===== src/rtl/fp_normalize_round_seq.sv =====
// fp_normalize_round_seq
//   Sequential normalise-and-round stage for the FP multiplier datapath.
//   Takes a double-width mantissa product (2 integer bits) with a biased,
//   signed, pre-normalisation exponent; normalises it one shift per cycle,
//   rounds it under one of four IEEE modes and holds the packed result
//   until the consumer accepts it.
// Ports
//   clk, rst                    clock, synchronous active-high reset
//   in_valid / in_ready         input handshake (in_ready = block idle)
//   in_sign, in_exp, in_mant    sign, signed biased exponent, raw product
//   in_rmode                    00 RNE, 01 RTZ, 10 RUP, 11 RDN
//   out_valid / out_ready       output handshake
//   out_sign, out_exp, out_frac packed result
//   out_overflow, out_underflow, out_inexact, out_zero  exception flags
module fp_normalize_round_seq #(
  parameter int unsigned FRAC_W = 23,
  parameter int unsigned EXP_W  = 8
) (
  input  logic                  clk,
  input  logic                  rst,
  input  logic                  in_valid,
  output logic                  in_ready,
  input  logic                  in_sign,
  input  logic [EXP_W+1:0]      in_exp,
  input  logic [2*FRAC_W+1:0]   in_mant,
  input  logic [1:0]            in_rmode,
  output logic                  out_valid,
  input  logic                  out_ready,
  output logic                  out_sign,
  output logic [EXP_W-1:0]      out_exp,
  output logic [FRAC_W-1:0]     out_frac,
  output logic                  out_overflow,
  output logic                  out_underflow,
  output logic                  out_inexact,
  output logic                  out_zero
);

  localparam int unsigned IN_W  = 2*FRAC_W+2;
  // One guard bit above the EXP_W+2 input range: the single overflow
  // right-shift plus the rounding carry can push e past the top of the
  // input range, and it must not wrap into the flush region.
  localparam int unsigned EI_W  = EXP_W+3;
  localparam int unsigned SUM_W = FRAC_W+2;

  localparam logic signed [EI_W-1:0] E_ONE   = EI_W'(1);
  localparam logic signed [EI_W-1:0] E_FLUSH = EI_W'(-(int'(FRAC_W) + 1));
  localparam logic signed [EI_W-1:0] E_OVF   = EI_W'((1 << EXP_W) - 1);

  localparam logic [1:0] RM_RNE = 2'b00;
  localparam logic [1:0] RM_RTZ = 2'b01;
  localparam logic [1:0] RM_RUP = 2'b10;

  typedef enum logic [1:0] {IDLE, ALIGN, ROUND, DONE} state_e;

  state_e                  state_q, state_d;
  logic                    sign_q, sign_d;
  logic [1:0]              rm_q, rm_d;
  logic signed [EI_W-1:0]  e_q, e_d;
  logic [IN_W-1:0]         m_q, m_d;
  logic                    sr_q, sr_d;
  logic                    in_ready_q, in_ready_d;
  logic                    out_valid_q, out_valid_d;
  logic                    osign_q, osign_d;
  logic [EXP_W-1:0]        oexp_q, oexp_d;
  logic [FRAC_W-1:0]       ofrac_q, ofrac_d;
  logic                    ovf_q, ovf_d;
  logic                    unf_q, unf_d;
  logic                    inx_q, inx_d;
  logic                    zero_q, zero_d;

  // Rounding datapath, evaluated on the aligned mantissa
  logic [FRAC_W:0]         kept;
  logic                    guard, sticky, inc;
  logic [SUM_W-1:0]        sum_raw, sum;
  logic signed [EI_W-1:0]  e_rnd;
  logic                    ovf, hidden, inexact;

  always_comb begin
    kept    = m_q[IN_W-2:FRAC_W];
    guard   = m_q[FRAC_W-1];
    sticky  = (|m_q[FRAC_W-2:0]) | sr_q;
    case (rm_q)
      RM_RNE:  inc = guard & (sticky | kept[0]);
      RM_RTZ:  inc = 1'b0;
      RM_RUP:  inc = ~sign_q & (guard | sticky);
      default: inc = sign_q & (guard | sticky);
    endcase
    sum_raw = SUM_W'(kept) + SUM_W'(inc);
    // Carry out of the hidden bit renormalises by one position
    if (sum_raw[SUM_W-1]) begin
      sum   = sum_raw >> 1;
      e_rnd = e_q + E_ONE;
    end else begin
      sum   = sum_raw;
      e_rnd = e_q;
    end
    inexact = guard | sticky;
    ovf     = (e_rnd >= E_OVF);
    hidden  = sum[FRAC_W];
  end

  // Next-state and output-register logic
  always_comb begin
    state_d     = state_q;
    sign_d      = sign_q;
    rm_d        = rm_q;
    e_d         = e_q;
    m_d         = m_q;
    sr_d        = sr_q;
    in_ready_d  = in_ready_q;
    out_valid_d = out_valid_q;
    osign_d     = osign_q;
    oexp_d      = oexp_q;
    ofrac_d     = ofrac_q;
    ovf_d       = ovf_q;
    unf_d       = unf_q;
    inx_d       = inx_q;
    zero_d      = zero_q;

    case (state_q)
      IDLE: begin
        if (in_valid) begin
          sign_d     = in_sign;
          e_d        = EI_W'($signed(in_exp));
          m_d        = in_mant;
          rm_d       = in_rmode;
          sr_d       = 1'b0;
          in_ready_d = 1'b0;
          state_d    = ALIGN;
        end
      end

      // One normalisation action per cycle, highest priority first
      ALIGN: begin
        if (m_q == '0) begin
          state_d = ROUND;
        end else if (e_q < E_FLUSH) begin
          sr_d = sr_q | (|m_q);
          m_d  = '0;
          e_d  = E_ONE;
        end else if (m_q[IN_W-1] || (e_q < E_ONE)) begin
          m_d  = m_q >> 1;
          sr_d = sr_q | m_q[0];
          e_d  = e_q + E_ONE;
        end else if (!m_q[IN_W-2] && (e_q > E_ONE)) begin
          m_d  = m_q << 1;
          e_d  = e_q - E_ONE;
        end else begin
          state_d = ROUND;
        end
      end

      ROUND: begin
        osign_d = sign_q;
        if (ovf) begin
          oexp_d  = '1;
          ofrac_d = '0;
          ovf_d   = 1'b1;
          inx_d   = 1'b1;
        end else begin
          oexp_d  = hidden ? e_rnd[EXP_W-1:0] : '0;
          ofrac_d = sum[FRAC_W-1:0];
          ovf_d   = 1'b0;
          inx_d   = inexact;
        end
        unf_d       = ~hidden & inexact;
        zero_d      = (sum == '0) & ~ovf;
        out_valid_d = 1'b1;
        state_d     = DONE;
      end

      DONE: begin
        if (out_ready) begin
          out_valid_d = 1'b0;
          in_ready_d  = 1'b1;
          state_d     = IDLE;
        end
      end

      default: state_d = IDLE;
    endcase
  end

  // State and output registers
  always_ff @(posedge clk) begin
    if (rst) begin
      state_q     <= IDLE;
      sign_q      <= 1'b0;
      rm_q        <= '0;
      e_q         <= '0;
      m_q         <= '0;
      sr_q        <= 1'b0;
      in_ready_q  <= 1'b1;
      out_valid_q <= 1'b0;
      osign_q     <= 1'b0;
      oexp_q      <= '0;
      ofrac_q     <= '0;
      ovf_q       <= 1'b0;
      unf_q       <= 1'b0;
      inx_q       <= 1'b0;
      zero_q      <= 1'b0;
    end else begin
      state_q     <= state_d;
      sign_q      <= sign_d;
      rm_q        <= rm_d;
      e_q         <= e_d;
      m_q         <= m_d;
      sr_q        <= sr_d;
      in_ready_q  <= in_ready_d;
      out_valid_q <= out_valid_d;
      osign_q     <= osign_d;
      oexp_q      <= oexp_d;
      ofrac_q     <= ofrac_d;
      ovf_q       <= ovf_d;
      unf_q       <= unf_d;
      inx_q       <= inx_d;
      zero_q      <= zero_d;
    end
  end

  assign in_ready      = in_ready_q;
  assign out_valid     = out_valid_q;
  assign out_sign      = osign_q;
  assign out_exp       = oexp_q;
  assign out_frac      = ofrac_q;
  assign out_overflow  = ovf_q;
  assign out_underflow = unf_q;
  assign out_inexact   = inx_q;
  assign out_zero      = zero_q;

endmodule

===== config.mk =====
export PLATFORM = sky130hd
export DESIGN_NAME = fp_normalize_round_seq
export DESIGN_NICKNAME = d
export VERILOG_FILES = /design/src/rtl/fp_normalize_round_seq.sv
export SDC_FILE = /design/constraint.sdc
export NUM_CORES = 1
export LEC_CHECK = 0
export CAP_MARGIN = 20
export CORE_MARGIN = 2
export CORE_UTILIZATION = 35
export DETAILED_ROUTE_END_ITERATION = 8
export SLEW_MARGIN = 20
export SYNTH_ARGS = -nofsm -noshare
export SYNTH_HDL_FRONTEND = slang
export SYNTH_SLANG_ARGS = --single-unit

===== constraint.sdc =====
create_clock -name clk -period 8.7 [get_ports clk]
set_clock_uncertainty 0.2 [all_clocks]
set_input_delay 1.305 -clock clk [delete_from_list [all_inputs] [get_ports clk]]
set_output_delay 1.305 -clock clk [all_outputs]
set_load 0.01 [all_outputs]

==> impl_metrics.json, run 1 <==
{
  "finalCritPeriodShare": 0.589,
  "end_kind": "flop",
  "post_drt_wl_per_cell_um": 17.4,
  "die_w_um": 140,
  "slew_viol_final": 0,
  "finalHoldViolCount": 0,
  "p_switching_w": 0.00153,
  "synth_top_area_cell": "dfxtp_1",
  "yosysMostFrequentCell": "nand2_1",
  "cts.sinks": 103,
  "synth_nets": 962,
  "fmax_ghz": 0.195,
  "cp-start-kind": "flop",
  "crit_type": "flop to flop",
  "antenna_found_initial": 0,
  "area_growth_pct": 20.2,
  "drc_errors": 0,
  "multi_input_area_um2": 4000,
  "outcome": "finished clean",
  "tns_ns": 0,
  "r2r_slack_ns": 3.58,
  "synthDominantCellAreaShare": 0.319,
  "antenna_left": 0,
  "grt_use_met1": 0.306,
  "drtIter0Drc": 666,
  "rr_startpoint": "m_q[13]$_SDFFE_PP0P_",
  "grt_busiest_layer": "met1",
  "vias_per_cell": 5.65,
  "async_reset_ff_frac": 0,
  "cts_buffers": 9,
  "min_period_ns": 5.12,
  "critPathMaxFanout": 14,
  "synth.cells.most_frequent": "168 x nand2_1, 103 x dfxtp_1, 100 x nor2_1",
  "die_h_um": 140,
  "hold_depth": 2,
  "port_buffers": 102,
  "setup_ws_ns": 3.58,
  "firstDrtPassIters": 5,
  "hpwl_mm": 13.8,
  "hold_buffers": 0,
  "grtUsageTotal": 0.206,
  "gp_congestion": 0.929,
  "finalSetupViolations": 0,
  "cts_max_path_buffers": 2,
  "rr_worst_depth": 15,
  "holdCritPathClass": "flop to flop",
  "place_area_um2": 7470,
  "tightestPinTransition_ns": 0.940,
  "detail_route.wirelength_mm": 20.1,
  "clock_latency_ns": 0.37,
  "use_met3": 0.0403,
  "seq_power_share": 0.317,
  "switching_share": 0.500,
  "n_antenna_cell": 0,
  "cts-root-buf": "clkbuf_16",
  "via_count": 6527,
  "synth_seq_area_share": 0.319,
  "synth_area_um2": 6470,
  "synth_area_leaders": "dfxtp_1 32%, nand2_1 9.8%, a221oi_1 6.4%",
  "cts.clk_slew.worst_paths_ns": 0.07,
  "power_frac_clock": 0.133,
  "post_cts_resized": 0,
  "final-seq-area_um2": 2060,
  "min_to": "out_frac[5]$_SDFFE_PP0P_",
  "nets": 999,
  "nFillCells": 1884,
  "vdd_drop_max_mv": 0.221,
  "overflow": 0,
  "synthFlopType": "dfxtp_1",
  "cts_setup_buffers": 0,
  "drive_above_1_share": 0.0475,
  "final_core_util": 0.431,
  "synth_warnings": 0,
  "p_comb_frac": 0.550,
  "ys_seq_elements": 103,
  "max_slew_margin": 0.373,
  "top_level_ports": 103,
  "grt_pass1_vias": 5944,
  "finalInstanceArea_um2": 7770,
  "rsz0062_at_grt": "false",
  "grt_start_max_net_pins": 79,
  "cts_tree": "built",
  "p_leak_nw": 2.81,
  "num_rows": 49,
  "synthDistinctLibCells": 70,
  "grt_pass1_wl_mm": 32.8,
  "avgSynthCellArea_um2": 7.29,
  "syn_inst": 887,
  "place_ws_ns": 3.53,
  "min_from": "out_frac[5]$_SDFFE_PP0P_",
  "power_density_nw_per_um2": 395,
  "htree_levels": 3,
  "r2r-end": "out_exp[5]$_SDFFE_PP0P_",
  "hold_slack_ns": 0.268,
  "required_ns": 8.70,
  "met2_usage": 0.306,
  "synth_edf_count": 0,
  "cp.arrival_ns": 5.13,
  "cell_internal_pwr_w": 0.00153,
  "fp.dieArea_um2": 19600,
  "core_area_um2": 18000,
  "initial_core_util": 0.359,
  "drv_cap": 0
}
==> cells in the final DEF (no fill, tap or decap), types with 24 or more instances in the layout <==
cell,Yosys,layout
nand2_1,168,168
xnor2_1,33,33
clkdlybuf4s50_1,0,101
dfxtp_1,103,103
a221oi_1,47,47
nor3_1,68,68
a211oi_1,24,24
nor2_1,100,99
a21oi_1,35,34
o21ai_0,26,26
==> layer usage <==
metal | vias to the layer above | part of all wire
li1 | 3260 | -
met1 | 3013 | 0.48
met2 | 234 | 0.43
met3 | 20 | 0.071
met4 | 0 | 0.011
met5 | - | 0
==> flip-flops by register name (all words and copies together) (netlist names) <==
register	cells
e_q	11
in_ready	1
m_q	48
out_exp	8
out_frac	23
out_inexact	1
out_overflow	1
out_sign	1
out_underflow	1
out_valid	1
out_zero	1
rm_q	2
sign_q	1
sr_q	1
state_q	2
==> cell type report <==
| class | count | share of cell area |
|---|---|---|
| Clock buffer | 9 | 0.0290 |
| Clock inverter | 4 | 0.00644 |
| Inverter | 17 | 0.00821 |
| Multi-Input combinational cell | 683 | 0.514 |
| Sequential cell | 103 | 0.265 |
| Tap cell | 229 | 0.0369 |
| Timing Repair Buffer | 110 | 0.140 |
==> cells by family after synthesis <==
group,count (synthesis),share of synthesized area
DFF,103,0.319
and+or+nand+nor,437,0.313
xor gates and xnor gates,40,0.0542
AOI/OAI and AO/OA,189,0.214
muxes,7,0.0110
buffers and inverters,101,0.0695
adders and majority gates,10,0.0193
==> worst max-delay path by stage <==
stage,slack [ns],endpoint,depth (start not counted),startpoint
final,3.58,out_exp[5]$_SDFFE_PP0P_,15,m_q[13]$_SDFFE_PP0P_
after global routing,3.10,out_exp[7]$_SDFFE_PP0P_,16,m_q[3]$_SDFFE_PP0P_
after detailed placement,3.53,out_frac[22]$_SDFFE_PP0P_,16,m_q[3]$_SDFFE_PP0P_
after floorplan,4.53,out_inexact$_SDFFE_PP0P_,18,m_q[13]$_SDFFE_PP0P_
after global placement,3.68,out_frac[9]$_SDFFE_PP0P_,16,m_q[3]$_SDFFE_PP0P_
after CTS,3.51,out_frac[22]$_SDFFE_PP0P_,16,m_q[3]$_SDFFE_PP0P_
==> power groups by stage <==
stage / Clock, W / Sequential [W] / Combinational, W
final: 0.000407 / 0.000971 / 0.00169
after global routing: 0.000430 / 0.00101 / 0.00189
after CTS: 0.000415 / 0.000964 / 0.00166
after detailed placement: 0 / 0.000976 / 0.00165
after global placement: 0 / 0.000969 / 0.00166
after floorplan: 0 / 0.000794 / 0.00138
==> critical path, cell delays in order (launching register included) <==
cell      delay [ns]
dfxtp_1         0.33
or4_1           0.53
nor4_1          0.52
nor2b_1         0.35
a21oi_1         0.12
o221ai_1        0.18
a21oi_1         0.06
ha_1            0.24
ha_1            0.27
nand3_1         0.17
or3_1           0.36
nor3_1          0.11
or4_1           0.53
a41oi_2         0.35
or2_1           0.48
a311oi_1        0.17
==> stage by stage <==
| step | power [W] | instances |
|---|---|---|
| 2_1_floorplan | 0.00217 | 887 |
| 4_1_cts | 0.00304 | 1154 |
| 5_1_grt | 0.00333 | 1155 |
| 6_report | 0.00307 | 1155 |
| 3_3_place_gp | 0.00263 | 1141 |
| 3_5_place_dp | 0.00263 | 1141 |
Power figures use the tool's default switching activity.
==> run 2, diff against run 1 <==
Clock period 8.7 ns to 4.6 ns, I/O delays scaled along.
==> impl_metrics.json, run 2 (same netlist as run 1, synthesis figures left out) <==
{
  "max_slew_margin": 0.279,
  "antenna_left": 0,
  "fmax_ghz": 0.232,
  "n_antenna_cell": 0,
  "crit_type": "flop to flop",
  "cts_tree": "built",
  "grt_pass1_wl_mm": 33.1,
  "outcome": "finished clean",
  "antenna_found_initial": 0,
  "power_density_nw_per_um2": 738,
  "grt_pass1_vias": 6047,
  "hold_buffers": 0,
  "hpwl_mm": 14.3,
  "drv_cap": 0,
  "cts_max_path_buffers": 2,
  "drc_errors": 0,
  "final_cell_mix": "168 x nand2_1, 101 x dfxtp_1, 101 x clkdlybuf4s50_1",
  "final_core_util": 0.441,
  "grt_start_max_net_pins": 59,
  "top_level_ports": 103,
  "num_rows": 49,
  "hold_slack_ns": 0.264,
  "drtIter0Drc": 633,
  "area_growth_pct": 22.9,
  "die_w_um": 140,
  "end_kind": "flop",
  "holdCritPathClass": "flop to flop",
  "p_leak_nw": 2.91,
  "largest_reg_flops": 48,
  "min_period_ns": 4.30,
  "finalCritPeriodShare": 0.935,
  "place_ws_ns": -0.147,
  "vdd_drop_max_mv": 0.429,
  "cts_buffers": 9,
  "port_buffers": 102,
  "dpl.cell_count": 1158,
  "detail_route.wirelength_mm": 20.3,
  "largest-register": "m_q",
  "grtUsageTotal": 0.207,
  "r2r_slack_ns": 0.30,
  "finalHoldViolCount": 0,
  "core_area_um2": 18000,
  "clock_latency_ns": 0.36,
  "via_count": 6624,
  "drive_above_1_share": 0.0730,
  "finalSetupViolations": 0,
  "place_area_um2": 7600,
  "fp.dieArea_um2": 19600,
  "firstDrtPassIters": 5,
  "post_drt_wl_per_cell_um": 17.3,
  "cts-root-buf": "clkbuf_16",
  "initial_core_util": 0.359,
  "final_common_cell": "nand2_1",
  "required_ns": 4.66,
  "cts_setup_buffers": 0,
  "cp-start-kind": "flop",
  "stdcell_count": 1174,
  "setup_ws_ns": 0.297,
  "nets": 1015,
  "slew_viol_final": 0,
  "tightestPinTransition_ns": 1.08,
  "finalInstanceArea_um2": 7950,
  "cts.sinks": 103,
  "vias_per_cell": 5.64,
  "nFillCells": 1854,
  "die_h_um": 140,
  "cts.clk_slew.worst_paths_ns": 0.07,
  "htree_levels": 3,
  "gp_congestion": 0.889,
  "critPathMaxFanout": 14,
  "overflow": 0,
  "cp.arrival_ns": 4.36
}
run 2: worst paths after layout:
kind / endpoint / startpoint / cells after the start
max: out_exp[2]$_SDFFE_PP0P_ / m_q[4]$_SDFFE_PP0P_ / 19
min: out_frac[5]$_SDFFE_PP0P_ / out_frac[5]$_SDFFE_PP0P_ / 2
max reg2reg: out_exp[2]$_SDFFE_PP0P_ / m_q[4]$_SDFFE_PP0P_ / 19
min reg2reg: out_frac[5]$_SDFFE_PP0P_ / out_frac[5]$_SDFFE_PP0P_ / 2
run 2: final cells by class:
type / instances / area (um2) / area share
Inverter: 17 / 63.8 / 0.00803
Timing Repair Buffer: 126 / 1200 / 0.150
Clock buffer: 12 / 246 / 0.0310
Multi-Input combinational cell: 683 / 4040 / 0.508
Sequential cell: 103 / 2060 / 0.260
Clock inverter: 4 / 55.1 / 0.00692
Tap cell: 229 / 287 / 0.0360
run 2: worst max-delay path, cell delays in order, from the launching register on:
cell and delay, ns:
dfxtp_1 0.38, nor4_1 0.08, nand4_1 0.16, nor4_4 0.06, buf_4 0.14, nor2b_1 0.14
buf_4 0.14, nand2b_1 0.13, a21oi_1 0.15, ha_1 0.18, ha_1 0.16, nand3_1 0.14
or3_4 0.42, buf_4 0.18, nor4_4 0.30, mux2i_1 0.25, a41oi_2 0.19, buf_4 0.22
or2_4 0.30, a311oi_1 0.28
run 2: stage by stage:
step / total power (W) / TNS (ns)
after floorplan: 0.00410 / 0
after global placement: 0.00502 / -0.547
after detailed placement: 0.00504 / -1.70
after CTS: 0.00585 / 0
after global routing: 0.00637 / -0.00210
final: 0.00587 / 0
run 2: power breakdown:
part           total [W]  leakage (nW)  switching (W)  internal, W
registers        0.00180         0.847       0.000556      0.00124
clock network   0.000791         0.143       0.000352     0.000440
logic            0.00328          1.92        0.00201      0.00127
total            0.00587          2.91        0.00291      0.00296
run 2: timing repair:
action,4_1_cts,5_1_grt
pin swaps,0,2
gates resized for setup,3,8
setup endpoints to repair,20,31
run 2: per-layer routing:
metal	global-route usage	vias to the layer above	part of all wire
li1	-	3289	-
met1	0.304	3083	0.48
met2	0.310	232	0.44
met3	0.0458	20	0.064
met4	0.0463	0	0.014
met5	0	-	0
